==> src/rtl/serial_link_pkg.sv <==
// Shared constants for the serial link receiver: default frame length,
// FSM state codes, counter width helper and the parity-bit count.
// Optional feature macro: SERIAL_RX_PARITY_EN (adds one even-parity bit per frame).
package serial_link_pkg;

   localparam int FRAME_BITS_DEF = 256;

   // FSM state codes
   localparam logic [1:0] ST_IDLE  = 2'd0;
   localparam logic [1:0] ST_SHIFT = 2'd1;
   localparam logic [1:0] ST_HOLD  = 2'd2;

`ifdef SERIAL_RX_PARITY_EN
   localparam int PARITY_BITS = 1;
`else
   localparam int PARITY_BITS = 0;
`endif

   // Width of a counter that must be able to hold the value max_count.
   function automatic int cnt_width(input int max_count);
      return $clog2(max_count + 1);
   endfunction

endpackage

==> src/rtl/link_sync_edge.sv <==
// Brings the link clock and data into the system clock domain and flags the
// link clock falling edge, which is the moment the data bit is taken.
// SYNC_STAGES must be at least 2.
module link_sync_edge #(
   parameter int SYNC_STAGES = 2
) (
   input  logic clk,
   input  logic rst,
   input  logic i_clk_link,
   input  logic i_data_link,
   output logic o_sample_event,
   output logic o_sample_data
);

   logic [SYNC_STAGES-1:0] r_clk_sync;
   logic [SYNC_STAGES-1:0] r_data_sync;
   logic                   r_clk_prev;

   // Synchronizer chains plus one history flop for falling-edge detection.
   // Data travels through the same depth as the clock so both stay aligned.
   always_ff @(posedge clk or posedge rst) begin
      if (rst) begin
         r_clk_sync  <= '0;
         r_data_sync <= '0;
         r_clk_prev  <= 1'b0;
      end else begin
         r_clk_sync  <= {r_clk_sync[SYNC_STAGES-2:0], i_clk_link};
         r_data_sync <= {r_data_sync[SYNC_STAGES-2:0], i_data_link};
         r_clk_prev  <= r_clk_sync[SYNC_STAGES-1];
      end
   end

   assign o_sample_event = r_clk_prev & ~r_clk_sync[SYNC_STAGES-1];
   assign o_sample_data  = r_data_sync[SYNC_STAGES-1];

endmodule

==> src/rtl/serial_frame_rx.sv <==
// Receive end of the source-synchronous serial link. Oversamples clkIn/dataIn
// on the system clock, assembles FRAME_BITS-bit frames (first bit -> bit 0),
// hands them out with a newData/dataAck handshake and pulses frameError on
// timeout, overrun or (optionally) parity failure.
// Optional feature macro: SERIAL_RX_PARITY_EN.
module serial_frame_rx
   import serial_link_pkg::*;
#(
   parameter int FRAME_BITS   = FRAME_BITS_DEF,
   parameter int SYNC_STAGES  = 2,
   parameter int IDLE_TIMEOUT = 64
) (
   input  logic                  clk,
   input  logic                  rst,
   input  logic                  clkIn,
   input  logic                  dataIn,
   output logic                  readyForReceive,
   output logic [FRAME_BITS-1:0] receiveBuffer,
   output logic                  newData,
   input  logic                  dataAck,
   output logic                  frameError
);

   localparam int TOTAL_BITS = FRAME_BITS + PARITY_BITS;
   localparam int CNT_W      = cnt_width(TOTAL_BITS);
   localparam int TMO_W      = cnt_width(IDLE_TIMEOUT);

   localparam logic [CNT_W-1:0] CNT_PAYLOAD = CNT_W'(FRAME_BITS);
   localparam logic [CNT_W-1:0] CNT_LAST    = CNT_W'(TOTAL_BITS);
   localparam logic [TMO_W-1:0] TMO_LIMIT   = TMO_W'(IDLE_TIMEOUT);

   logic                  w_sample_event;
   logic                  w_sample_data;
   logic                  w_shift_en;
   logic                  w_frame_ok;

   logic [1:0]            r_state;
   logic [CNT_W-1:0]      r_cnt;
   logic [TMO_W-1:0]      r_tmo;
   logic [FRAME_BITS-1:0] r_shift;
   logic [FRAME_BITS-1:0] r_buf;
   logic                  r_new;
   logic                  r_ready;
   logic                  r_err;

   link_sync_edge #(
      .SYNC_STAGES (SYNC_STAGES)
   ) u_sync (
      .clk            (clk),
      .rst            (rst),
      .i_clk_link     (clkIn),
      .i_data_link    (dataIn),
      .o_sample_event (w_sample_event),
      .o_sample_data  (w_sample_data)
   );

   // Payload bits enter at the top and move down; after FRAME_BITS shifts the
   // first received bit sits at index 0. Bits arriving in HOLD are dropped.
   assign w_shift_en = w_sample_event &
                       ((r_state == ST_IDLE) ||
                        ((r_state == ST_SHIFT) && (r_cnt < CNT_PAYLOAD)));

   // Payload shift register; every bit is overwritten before it is published.
   always_ff @(posedge clk) begin
      if (w_shift_en)
         r_shift <= (r_shift >> 1) | (FRAME_BITS'(w_sample_data) << (FRAME_BITS - 1));
   end

`ifdef SERIAL_RX_PARITY_EN
   logic r_par;

   // Capture the trailing parity bit that follows the payload.
   always_ff @(posedge clk) begin
      if (w_sample_event && (r_state == ST_SHIFT) && (r_cnt == CNT_PAYLOAD))
         r_par <= w_sample_data;
   end

   assign w_frame_ok = ~(^r_shift ^ r_par);
`else
   assign w_frame_ok = 1'b1;
`endif

   // Frame FSM: collect bits, publish complete frames, flag timeout/overrun/parity errors.
   always_ff @(posedge clk or posedge rst) begin
      if (rst) begin
         r_state <= ST_IDLE;
         r_cnt   <= '0;
         r_tmo   <= '0;
         r_buf   <= '0;
         r_new   <= 1'b0;
         r_ready <= 1'b0;
         r_err   <= 1'b0;
      end else begin
         r_err   <= 1'b0;
         r_ready <= 1'b1;
         case (r_state)
            ST_IDLE: begin
               if (w_sample_event) begin
                  r_cnt   <= CNT_W'(1);
                  r_tmo   <= '0;
                  r_state <= ST_SHIFT;
               end
            end
            ST_SHIFT: begin
               if (r_cnt == CNT_LAST) begin
                  // Last bit landed on the previous edge; decide the frame now.
                  r_cnt <= '0;
                  r_tmo <= '0;
                  if (w_frame_ok) begin
                     r_buf   <= r_shift;
                     r_new   <= 1'b1;
                     r_ready <= 1'b0;
                     r_state <= ST_HOLD;
                  end else begin
                     r_err   <= 1'b1;
                     r_state <= ST_IDLE;
                  end
               end else if (w_sample_event) begin
                  r_cnt <= r_cnt + 1'b1;
                  r_tmo <= '0;
               end else if (r_tmo == TMO_LIMIT) begin
                  // Link went quiet mid-frame: discard the partial frame.
                  r_err   <= 1'b1;
                  r_cnt   <= '0;
                  r_tmo   <= '0;
                  r_state <= ST_IDLE;
               end else begin
                  r_tmo <= r_tmo + 1'b1;
               end
            end
            ST_HOLD: begin
               r_ready <= 1'b0;
               // Overrun is reported even when the ack arrives in the same cycle.
               if (w_sample_event)
                  r_err <= 1'b1;
               if (dataAck) begin
                  r_new   <= 1'b0;
                  r_ready <= 1'b1;
                  r_state <= ST_IDLE;
               end
            end
            default: begin
               r_cnt   <= '0;
               r_tmo   <= '0;
               r_new   <= 1'b0;
               r_state <= ST_IDLE;
            end
         endcase
      end
   end

   assign readyForReceive = r_ready;
   assign receiveBuffer   = r_buf;
   assign newData         = r_new;
   assign frameError      = r_err;

endmodule

==> config.mk <==
export PLATFORM = sky130hd
export DESIGN_NAME = serial_frame_rx
export DESIGN_NICKNAME = d
export VERILOG_FILES = /design/src/rtl/serial_link_pkg.sv /design/src/rtl/link_sync_edge.sv /design/src/rtl/serial_frame_rx.sv
export SDC_FILE = /design/constraint.sdc
export NUM_CORES = 1
export LEC_CHECK = 0
export CORE_ASPECT_RATIO = 0.5
export CORE_MARGIN = 2
export CORE_UTILIZATION = 29
export DETAILED_ROUTE_END_ITERATION = 6
export PLACE_DENSITY = 0.54
export REMOVE_ABC_BUFFERS = 1
export SETUP_SLACK_MARGIN = 0.2
export SLEW_MARGIN = 20
export SYNTH_ARGS = -nofsm -noshare
export SYNTH_HDL_FRONTEND = slang
export SYNTH_HIERARCHICAL = 1
export SYNTH_SLANG_ARGS = --single-unit
==> constraint.sdc <==
create_clock -name clk -period 18.7 [get_ports clk]
set_clock_uncertainty 0.05 [all_clocks]
set_input_delay 3.74 -clock clk [delete_from_list [all_inputs] [get_ports clk]]
set_output_delay 3.74 -clock clk [all_outputs]
set_load 0.02 [all_outputs]
==> impl_metrics.env, run 1 <==
export IMPL_hold_class="reg -> reg"
export IMPL_synth_ff_type="dfrtp_1"
export IMPL_grt_pass1_vias=9532
export IMPL_die_y_um=183
export IMPL_synth_edf_count=256
export IMPL_final_max_slew_viol_count=0
export IMPL_timing_final_crit_share_pct=28.8
export IMPL_slew_headroom_pct=27.8
export IMPL_peakVddDrop_uv=71.2
export IMPL_period_needed_ps=5390
export IMPL_cts_tree="built"
export IMPL_finalHoldViolCount=0
export IMPL_crit_type="reg -> out"
export IMPL_syn_inst=937
export IMPL_path_buf_inv=1
export IMPL_crit_fanout=2
export IMPL_layout_setup_ws_ps=13310
export IMPL_grt_max_degree=188
export IMPL_core_um2=63100
export IMPL_cap_viol_max_count=0
export IMPL_cts_buffers=51
export IMPL_fmax_mhz=185
export IMPL_min_to="u_sync/r_data_sync[1]"
export IMPL_yosys_warnings=6
export IMPL_syn_area_per_cell_um2=19.8
export IMPL_r2r_start="r_state[1]"
export IMPL_routed_wl_um=38800
export IMPL_setup_violations=0
export IMPL_cts_setup_buffers=0
export IMPL_start_util_pct=29.3
export IMPL_r2r_slack_ps=14890
export IMPL_cts_root_buffer="clkbuf_16"
export IMPL_dr_pass1_iters=6
export IMPL_cp_arrival_ps=1600
export IMPL_post_place_ws_ps=12740
export IMPL_status="complete, no violations"
export IMPL_critical_path_max_stage_delay_ps=700
export IMPL_cts_resized=0
export IMPL_synth_async_reset_ratio_pct=52.4
export IMPL_min_path_cells=0
export IMPL_first_iter_violations=584
export IMPL_reg2reg_to="r_shift[247]"
export IMPL_antenna_found_initial=0
export IMPL_final_nets=1242
export IMPL_wl_per_cell_um=18.4
export IMPL_reg2reg_depth=6
export IMPL_final_area_um2=23800
export IMPL_overflow=0
export IMPL_grt_pass1_wl_um=58800
export IMPL_cts_buffer_depth=3
export IMPL_ys_types=43
export IMPL_total_leakage_power_nw=9.45
export IMPL_ys_seq_area_share_pct=79.6
export IMPL_area_growth_pct=28.7
export IMPL_power_density_nw_per_um2=102
export IMPL_clk_latency_ps=560
export IMPL_postRouteAntennaNets=0
export IMPL_rows=65
export IMPL_hold_start="u_sync/r_data_sync[0]"
export IMPL_viasPerCell=4.28
export IMPL_cts_sinks=538
export IMPL_drive_gt1_share_pct=9.21
export IMPL_gp_congestion=0.738
export IMPL_start_kind="flip-flop"
export IMPL_vias=9019
export IMPL_grt_use_total_pct=11.4
export IMPL_drc=0
export IMPL_dpl_cell_area_um2=22100
export IMPL_io_pins=264
export IMPL_rsz0062_at_grt="false"
export IMPL_worst_pin_slew_ps=1080
export IMPL_clk_pin_slew_ps=60
export IMPL_hpwl_um=25000
export IMPL_die_w_um=361
export IMPL_cp_slowest_cell="clkdlybuf4s50_1"
export IMPL_path_delay_family="buffers and inverters"
export IMPL_synth_seq_cells=538
export IMPL_hold_buffers=0
export IMPL_tns_ps=0
export IMPL_cts_htree_levels=2
export IMPL_n_antenna_cell=0
export IMPL_crit_chain="clkdlybuf4s50_1"
export IMPL_critPathRequiredTime_ps=14910
export IMPL_worstSetupEndpointType="primary output"
export IMPL_portBuffers=263
export IMPL_dieArea_um2=66000
export IMPL_mappedNetlistArea_um2=18500
==> metrics by stage <==
stage | power [W] | instances | util [%] | hold slack [ps]
global placement | 0.00143 | 2011 | 35.0 | 291
floorplan | 0.00141 | 906 | - | 281
finish | 0.00243 | 2107 | 37.8 | 312
global route | 0.00253 | 2107 | 37.8 | 321
CTS | 0.00246 | 2105 | 37.7 | 314
detailed placement | 0.00144 | 2011 | 35.0 | 299
==> final cells by class <==
| class | instances | area, µm² |
|---|---|---|
| Clock buffer | 82 | 1560 |
| Timing Repair Buffer | 270 | 2740 |
| Inverter | 13 | 56.3 |
| Sequential cell | 538 | 14700 |
| Clock inverter | 12 | 105 |
| Fill cell | 5775 | 39300 |
| Multi-Input combinational cell | 355 | 3580 |
| Tap cell | 837 | 1050 |
==> flip-flops by register name, summed over array words and instances, names as in the netlist <==
register            cells
frameError              1
receiveBuffer         256
r_state                 2
r_cnt                   9
readyForReceive         1
u_sync/r_clk_prev       1
newData                 1
u_sync/r_clk_sync       2
r_shift               256
u_sync/r_data_sync      2
r_tmo                   7
==> report_power, final <==
part	total [W]	internal, W	switching (W)	leakage (nW)
combinational	0.000120	0.0000306	0.0000895	3.03
clock	0.00102	0.000594	0.000422	0.817
sequential	0.00129	0.00128	0.0000126	5.61
==> layout by cell type, fill, tap and decap left out, drive strengths merged, types with 2 or more instances in the layout <==
cell / instances
clkbuf: 82
inv: 13
o21ai: 8
ha: 8
mux2: 257
edfxtp: 256
xnor2: 4
mux2i: 2
nor4: 4
clkdlybuf4s50: 263
nand3: 6
buf: 7
nor3: 7
nor2b: 5
clkinv: 10
bufinv: 2
dfrtp: 282
o221ai: 3
nor2: 10
nand2: 18
o21a: 2
==> routing by layer <==
layer	part of all wire [%]	track usage, %	wire [µm]
met4	2.0	3.03	779
met2	58	22.7	22600
met5	0	0	0
met1	37	12.5	14500
met3	2.5	1.89	972
==> worst max-delay path by stage <==
stage | start | endpoint | depth (start not counted)
global placement | rst | receiveBuffer[74] | 3
detailed placement | rst | receiveBuffer[74] | 3
floorplan | rst | frameError | 1
finish | receiveBuffer[28] | receiveBuffer[28] | 1
global route | rst | receiveBuffer[73] | 3
CTS | receiveBuffer[28] | receiveBuffer[28] | 1
==> cell families (layout without fill, tap and decap cells) <==
family                     Yosys count  count (layout)  share of synthesized area (%)
DFF                                538             538                           79.6
muxes                              259             259                           15.7
and+or+nand+nor                     56              56                           1.59
buffers and inverters               44             377                           1.19
AOI/OAI and AO/OA                   27              27                           1.09
adders and majority gates            8               8                          0.540
xor gates and xnor gates             5               5                          0.236
==> synth_stat cells, drive strengths merged, types with 2 or more instances <==
| master | number | area, µm² |
|---|---|---|
| nand3 | 6 | 30.0 |
| mux2 | 257 | 2890 |
| nor4 | 4 | 40.0 |
| buf | 29 | 164 |
| mux2i | 2 | 20.0 |
| clkbuf | 2 | 7.51 |
| xnor2 | 4 | 35.0 |
| o21ai | 8 | 40.0 |
| nor2b | 5 | 38.8 |
| nor3 | 7 | 35.0 |
| nand2 | 18 | 67.6 |
| dfrtp | 282 | 7060 |
| ha | 8 | 100 |
| o21a | 2 | 15.0 |
| nor2 | 10 | 37.5 |
| edfxtp | 256 | 7690 |
| o221ai | 3 | 26.3 |
| inv | 13 | 48.8 |
Power figures use the tool's default switching activity.
==> run 2: changes to the inputs <==
- clock period: 18.7 -> 5.6 ns (I/O delays scaled with it)
==> run 2 against run 1 <==
  * Sequential share of layout area rose by 0.13 points
  * Via count rose by 0.24%
  * Global-route usage fell by 0.084 points
  * Worst setup slack got worse by 10000 ps
  * Non-clock buffer count rose by 2
  * Sequential power rose to 3.3 times the previous value
  * Register-to-register slack got worse by 12000 ps
  * First-iteration DRC count fell by 15%
  * Sequential cell count did not move
  * Final area fell by 0.21%
  * Count of clock-buffer cells in the layout fell by 5
  * Critical path type unchanged
  * Critical endpoint is now receiveBuffer[164]
  * Highest routed layer unchanged
==> impl_metrics.env, run 2 (synthesized netlist as in run 1, its figures left out) <==
export IMPL_cts_root_buffer="clkbuf_16"
export IMPL_routedLengthMet1_um=14000
export IMPL_core_um2=63100
export IMPL_path_depth=1
export IMPL_start_util_pct=29.3
export IMPL_mostFrequentLayoutCell="dfrtp_1"
export IMPL_crit_type="reg -> out"
export IMPL_hold_start="u_sync/r_clk_sync[0]"
export IMPL_dpl_cell_area_um2=22200
export IMPL_cts_setup_buffers=0
export IMPL_critPathRequiredTime_ps=4430
export IMPL_top_layer_used="met4"
export IMPL_start_kind="flip-flop"
export IMPL_cp_arrival_ps=1600
export IMPL_setup_violations=0
export IMPL_cts_sinks=538
export IMPL_cts_tree="built"
export IMPL_first_iter_violations=495
export IMPL_die_w_um=361
export IMPL_wl_met3_um=1030
export IMPL_power_density_nw_per_um2=338
export IMPL_gp_congestion=0.740
export IMPL_grt_pass1_vias=9490
export IMPL_period_needed_ps=2770
export IMPL_fmax_mhz=360
export IMPL_viasPerCell=4.29
export IMPL_worstSetupEndpointType="primary output"
export IMPL_cap_viol_max_count=0
export IMPL_final_nets=1244
export IMPL_layout_setup_ws_ps=2830
export IMPL_finalHoldViolCount=0
export IMPL_area_growth_pct=28.4
export IMPL_peakVddDrop_uv=260
export IMPL_hold_buffers=0
export IMPL_hold_class="reg -> reg"
export IMPL_grt_use_total_pct=11.4
export IMPL_timing_final_crit_share_pct=49.5
export IMPL_dr_pass1_iters=4
export IMPL_r2r_slack_ps=2860
export IMPL_overflow=0
export IMPL_crit_chain="clkdlybuf4s50_1"
export IMPL_final_area_um2=23800
export IMPL_path_buf_inv=1
export IMPL_portBuffers=263
export IMPL_rsz0062_at_grt="false"
export IMPL_cts_htree_levels=2
export IMPL_clk_pin_slew_ps=60
export IMPL_cts_buffer_depth=3
export IMPL_drive_gt1_share_pct=9.13
export IMPL_cts_buffers=51
export IMPL_grt_max_degree=125
export IMPL_crit_fanout=2
export IMPL_grt_pass1_wl_um=58500
export IMPL_antenna_found_initial=0
export IMPL_rows=65
export IMPL_cp_slowest_cell="clkdlybuf4s50_1"
export IMPL_hpwl_um=25000
export IMPL_die_y_um=183
export IMPL_final_max_slew_viol_count=0
export IMPL_vias=9041
export IMPL_wl_met2_um=22000
export IMPL_min_to="u_sync/r_clk_sync[1]"
export IMPL_wl_per_cell_um=18.0
export IMPL_n_antenna_cell=0
export IMPL_clk_latency_ps=560
export IMPL_tns_ps=0
export IMPL_io_pins=264
export IMPL_cts_resized=0
export IMPL_routed_wl_um=38000
export IMPL_r2r_start="r_state[1]"
export IMPL_drc=0
export IMPL_fin_util_pct=37.7
export IMPL_post_place_ws_ps=2520
export IMPL_mostFrequentLayoutCells="dfrtp_1 (282), clkdlybuf4s50_1 (263), edfxtp_1 (256)"
export IMPL_critical_path_max_stage_delay_ps=690
export IMPL_path_delay_family="buffers and inverters"
export IMPL_worst_pin_slew_ps=858
export IMPL_status="complete, no violations"
export IMPL_postRouteAntennaNets=0
export IMPL_slew_headroom_pct=42.8
export IMPL_reg2reg_depth=5
export IMPL_total_leakage_power_nw=9.42
export IMPL_min_path_cells=0
export IMPL_reg2reg_to="r_shift[53]"
export IMPL_dieArea_um2=66000
[run 2: cell count changes in the layout (fill, tap and decap cells not counted), sizes merged]
cell / change
buf: +2
clkbuf: -5
clkinv: +1
clkinvlp: +3
[run 2: cell type report]
class | count | area (µm²)
multi-input combinational | 355 | 3580
sequential | 538 | 14700
tap | 837 | 1050
inverter | 13 | 56.3
clock buffer | 77 | 1470
fill | 5776 | 39300
clock inverter | 16 | 136
timing repair buffer | 272 | 2750
[run 2: worst max-delay path by stage]
stage,endpoint,slack (ps),start
floorplan,receiveBuffer[0],-3880,r_cnt[0]
global placement,receiveBuffer[90],2580,rst
detailed placement,receiveBuffer[91],2520,rst
CTS,receiveBuffer[151],2780,receiveBuffer[151]
global route,r_shift[238],2670,r_state[1]
finish,receiveBuffer[164],2830,receiveBuffer[164]
[run 2: metal layers]
| layer | track usage [%] | up-vias |
|---|---|---|
| li1 | - | 4056 |
| met1 | 12.4 | 4814 |
| met2 | 22.4 | 110 |
| met3 | 1.86 | 61 |
| met4 | 3.55 | 0 |
| met5 | 0 | - |
[run 2: per-stage QoR]
stage | hold slack, ps | total power [W] | instances
floorplan | 281 | 0.00472 | 906
global placement | 294 | 0.00478 | 2015
detailed placement | 286 | 0.00481 | 2015
CTS | 310 | 0.00816 | 2108
global route | 323 | 0.00836 | 2108
finish | 308 | 0.00803 | 2108
[run 2: where the power goes]
part           switching (W)  leakage (nW)  total (W)  internal, W
logic               0.000297          3.03   0.000398     0.000101
registers          0.0000419          5.61    0.00432      0.00428
clock network        0.00141         0.774    0.00331      0.00190
==> run 3: changes to the inputs <==
- PLACE_DENSITY: 0.54 -> 0.56
- clock period: 5.6 -> 2.3 ns (I/O delays scaled with it)
==> run 3 against run 2 <==
  * Via count rose by 1.4%
  * Sequential power rose by 140%
  * Global-route usage rose by 0.43 points
  * Sequential cell count did not move
  * Sequential share of layout area fell by 1.4 points
  * Worst setup slack got worse by 2600 ps
==> impl_metrics.env, run 3 (synthesized netlist as in run 1, its figures left out) <==
export IMPL_critical_path_max_stage_delay_ps=610
export IMPL_fin_util_pct=38.5
export IMPL_rsz0062_at_grt="true"
export IMPL_fillers=5793
export IMPL_n_antenna_cell=0
export IMPL_dr_pass1_iters=4
export IMPL_fmax_mhz=487
export IMPL_wl_per_cell_um=18.5
export IMPL_cp_arrival_ps=1540
export IMPL_status="complete, no violations"
export IMPL_total_power_w=0.0199
export IMPL_critPathRequiredTime_ps=1790
export IMPL_cap_viol_max_count=0
export IMPL_cts_buffer_depth=3
export IMPL_overflow=0
export IMPL_rows=65
export IMPL_dp_cells=2042
export IMPL_period_needed_ps=2050
export IMPL_drive_gt1_share_pct=12.0
export IMPL_use_met2_pct=22.6
export IMPL_gp_congestion=0.757
export IMPL_die_w_um=361
export IMPL_timing_final_crit_share_pct=89.3
export IMPL_peakVddDrop_uv=650
export IMPL_dieArea_um2=66000
export IMPL_cts_root_buffer="clkbuf_16"
export IMPL_cts_buffers=52
export IMPL_viasPerCell=4.28
export IMPL_mostFrequentLayoutCell="dfrtp_1"
export IMPL_crit_type="reg -> out"
export IMPL_finalHoldViolCount=0
export IMPL_die_y_um=183
export IMPL_slew_headroom_pct=60.8
export IMPL_path_delay_family="buffers and inverters"
export IMPL_hold_buffers=0
export IMPL_grtUsageMet3_pct=1.48
export IMPL_grt_pass1_vias=9975
export IMPL_use_met1_pct=13.4
export IMPL_power_density_nw_per_um2=820
export IMPL_grt_pass1_wl_um=61200
export IMPL_clk_latency_ps=570
export IMPL_hold_class="in -> async"
export IMPL_total_leakage_power_nw=11.5
export IMPL_hold_ws_ps=252
export IMPL_crit_fanout=2
export IMPL_start_kind="flip-flop"
export IMPL_worstSetupEndpointType="primary output"
export IMPL_core_um2=63100
export IMPL_grt_busiest_layer="met2"
export IMPL_dpl_cell_area_um2=22600
export IMPL_grt_use_total_pct=11.8
export IMPL_final_max_slew_viol_count=0
export IMPL_drc=0
export IMPL_worst_pin_slew_ps=587
export IMPL_start_util_pct=29.3
export IMPL_area_growth_pct=31.2
export IMPL_final_area_um2=24300
export IMPL_postRouteAntennaNets=0
export IMPL_cts_htree_levels=2
export IMPL_first_iter_violations=545
export IMPL_cp_slowest_cell="clkdlybuf4s50_1"
export IMPL_mostFrequentLayoutCells="dfrtp_1 (282), edfxtp_1 (256), mux2_1 (229)"
export IMPL_path_buf_inv=1
export IMPL_crit_chain="clkdlybuf4s50_1"
export IMPL_io_pins=264
export IMPL_antenna_found_initial=0
export IMPL_hpwl_um=27100
export IMPL_routed_wl_um=39500
export IMPL_portBuffers=263
export IMPL_setup_violations=0
export IMPL_cts_tree="built"
export IMPL_vias=9166
export IMPL_cts_sinks=538
export IMPL_final_nets=1273
export IMPL_clk_pin_slew_ps=60
export IMPL_grt_max_degree=59
export IMPL_cts_setup_buffers=0
export IMPL_fin_cells=2141
## run 3: cell type report
class / instances / area [µm²] / area share [%]
tap: 837 / 1050 / 4.31
multi-input combinational: 355 / 3590 / 14.8
sequential: 538 / 14700 / 60.7
timing repair buffer: 300 / 3200 / 13.2
inverter: 13 / 56.3 / 0.232
clock inverter: 25 / 211 / 0.870
clock buffer: 73 / 1450 / 5.97
## run 3: worst paths after layout
| path | from | endpoint | slack, ps | cells after the start |
|---|---|---|---|---|
| worst max-delay path | receiveBuffer[191] | receiveBuffer[191] | 250 | 1 |
| worst min-delay path | rst | u_sync/r_data_sync[1] | 250 | 2 |
| worst max register to register | r_cnt[0] | receiveBuffer[66] | 260 | 7 |
| worst min register to register | u_sync/r_clk_sync[0] | u_sync/r_clk_sync[1] | 310 | 0 |
| max in group asynchronous | rst | receiveBuffer[131] | 1210 | 4 |
| min in group clk | dataIn | u_sync/r_data_sync[0] | 290 | 1 |
## run 3: power breakdown
group,switching [W],leakage (nW),internal [W]
Combinational,0.000752,5.07,0.000356
Clock,0.00356,0.811,0.00475
Sequential,0.000106,5.61,0.0104
Total,0.00441,11.5,0.0155
## run 3: per-stage QoR
stage / worst slack [ps] / setup TNS, ps
after floorplan: -7180 / -4712540
after global placement: 287 / 0
after detailed placement: 122 / 0
after CTS: 200 / 0
after global routing: 134 / 0
final: 246 / 0
## run 3: timing repair
item                       CTS  global route
cloned                       0             1
setup endpoints to repair  146           299
resized for setup          141            69
## run 3: routing by layer
layer	vias up	wire (µm)	part of all wire [%]
li1	4119	-	-
met1	4863	15300	39
met2	118	22100	56
met3	66	873	2.2
met4	0	1300	3.3
met5	-	0	0
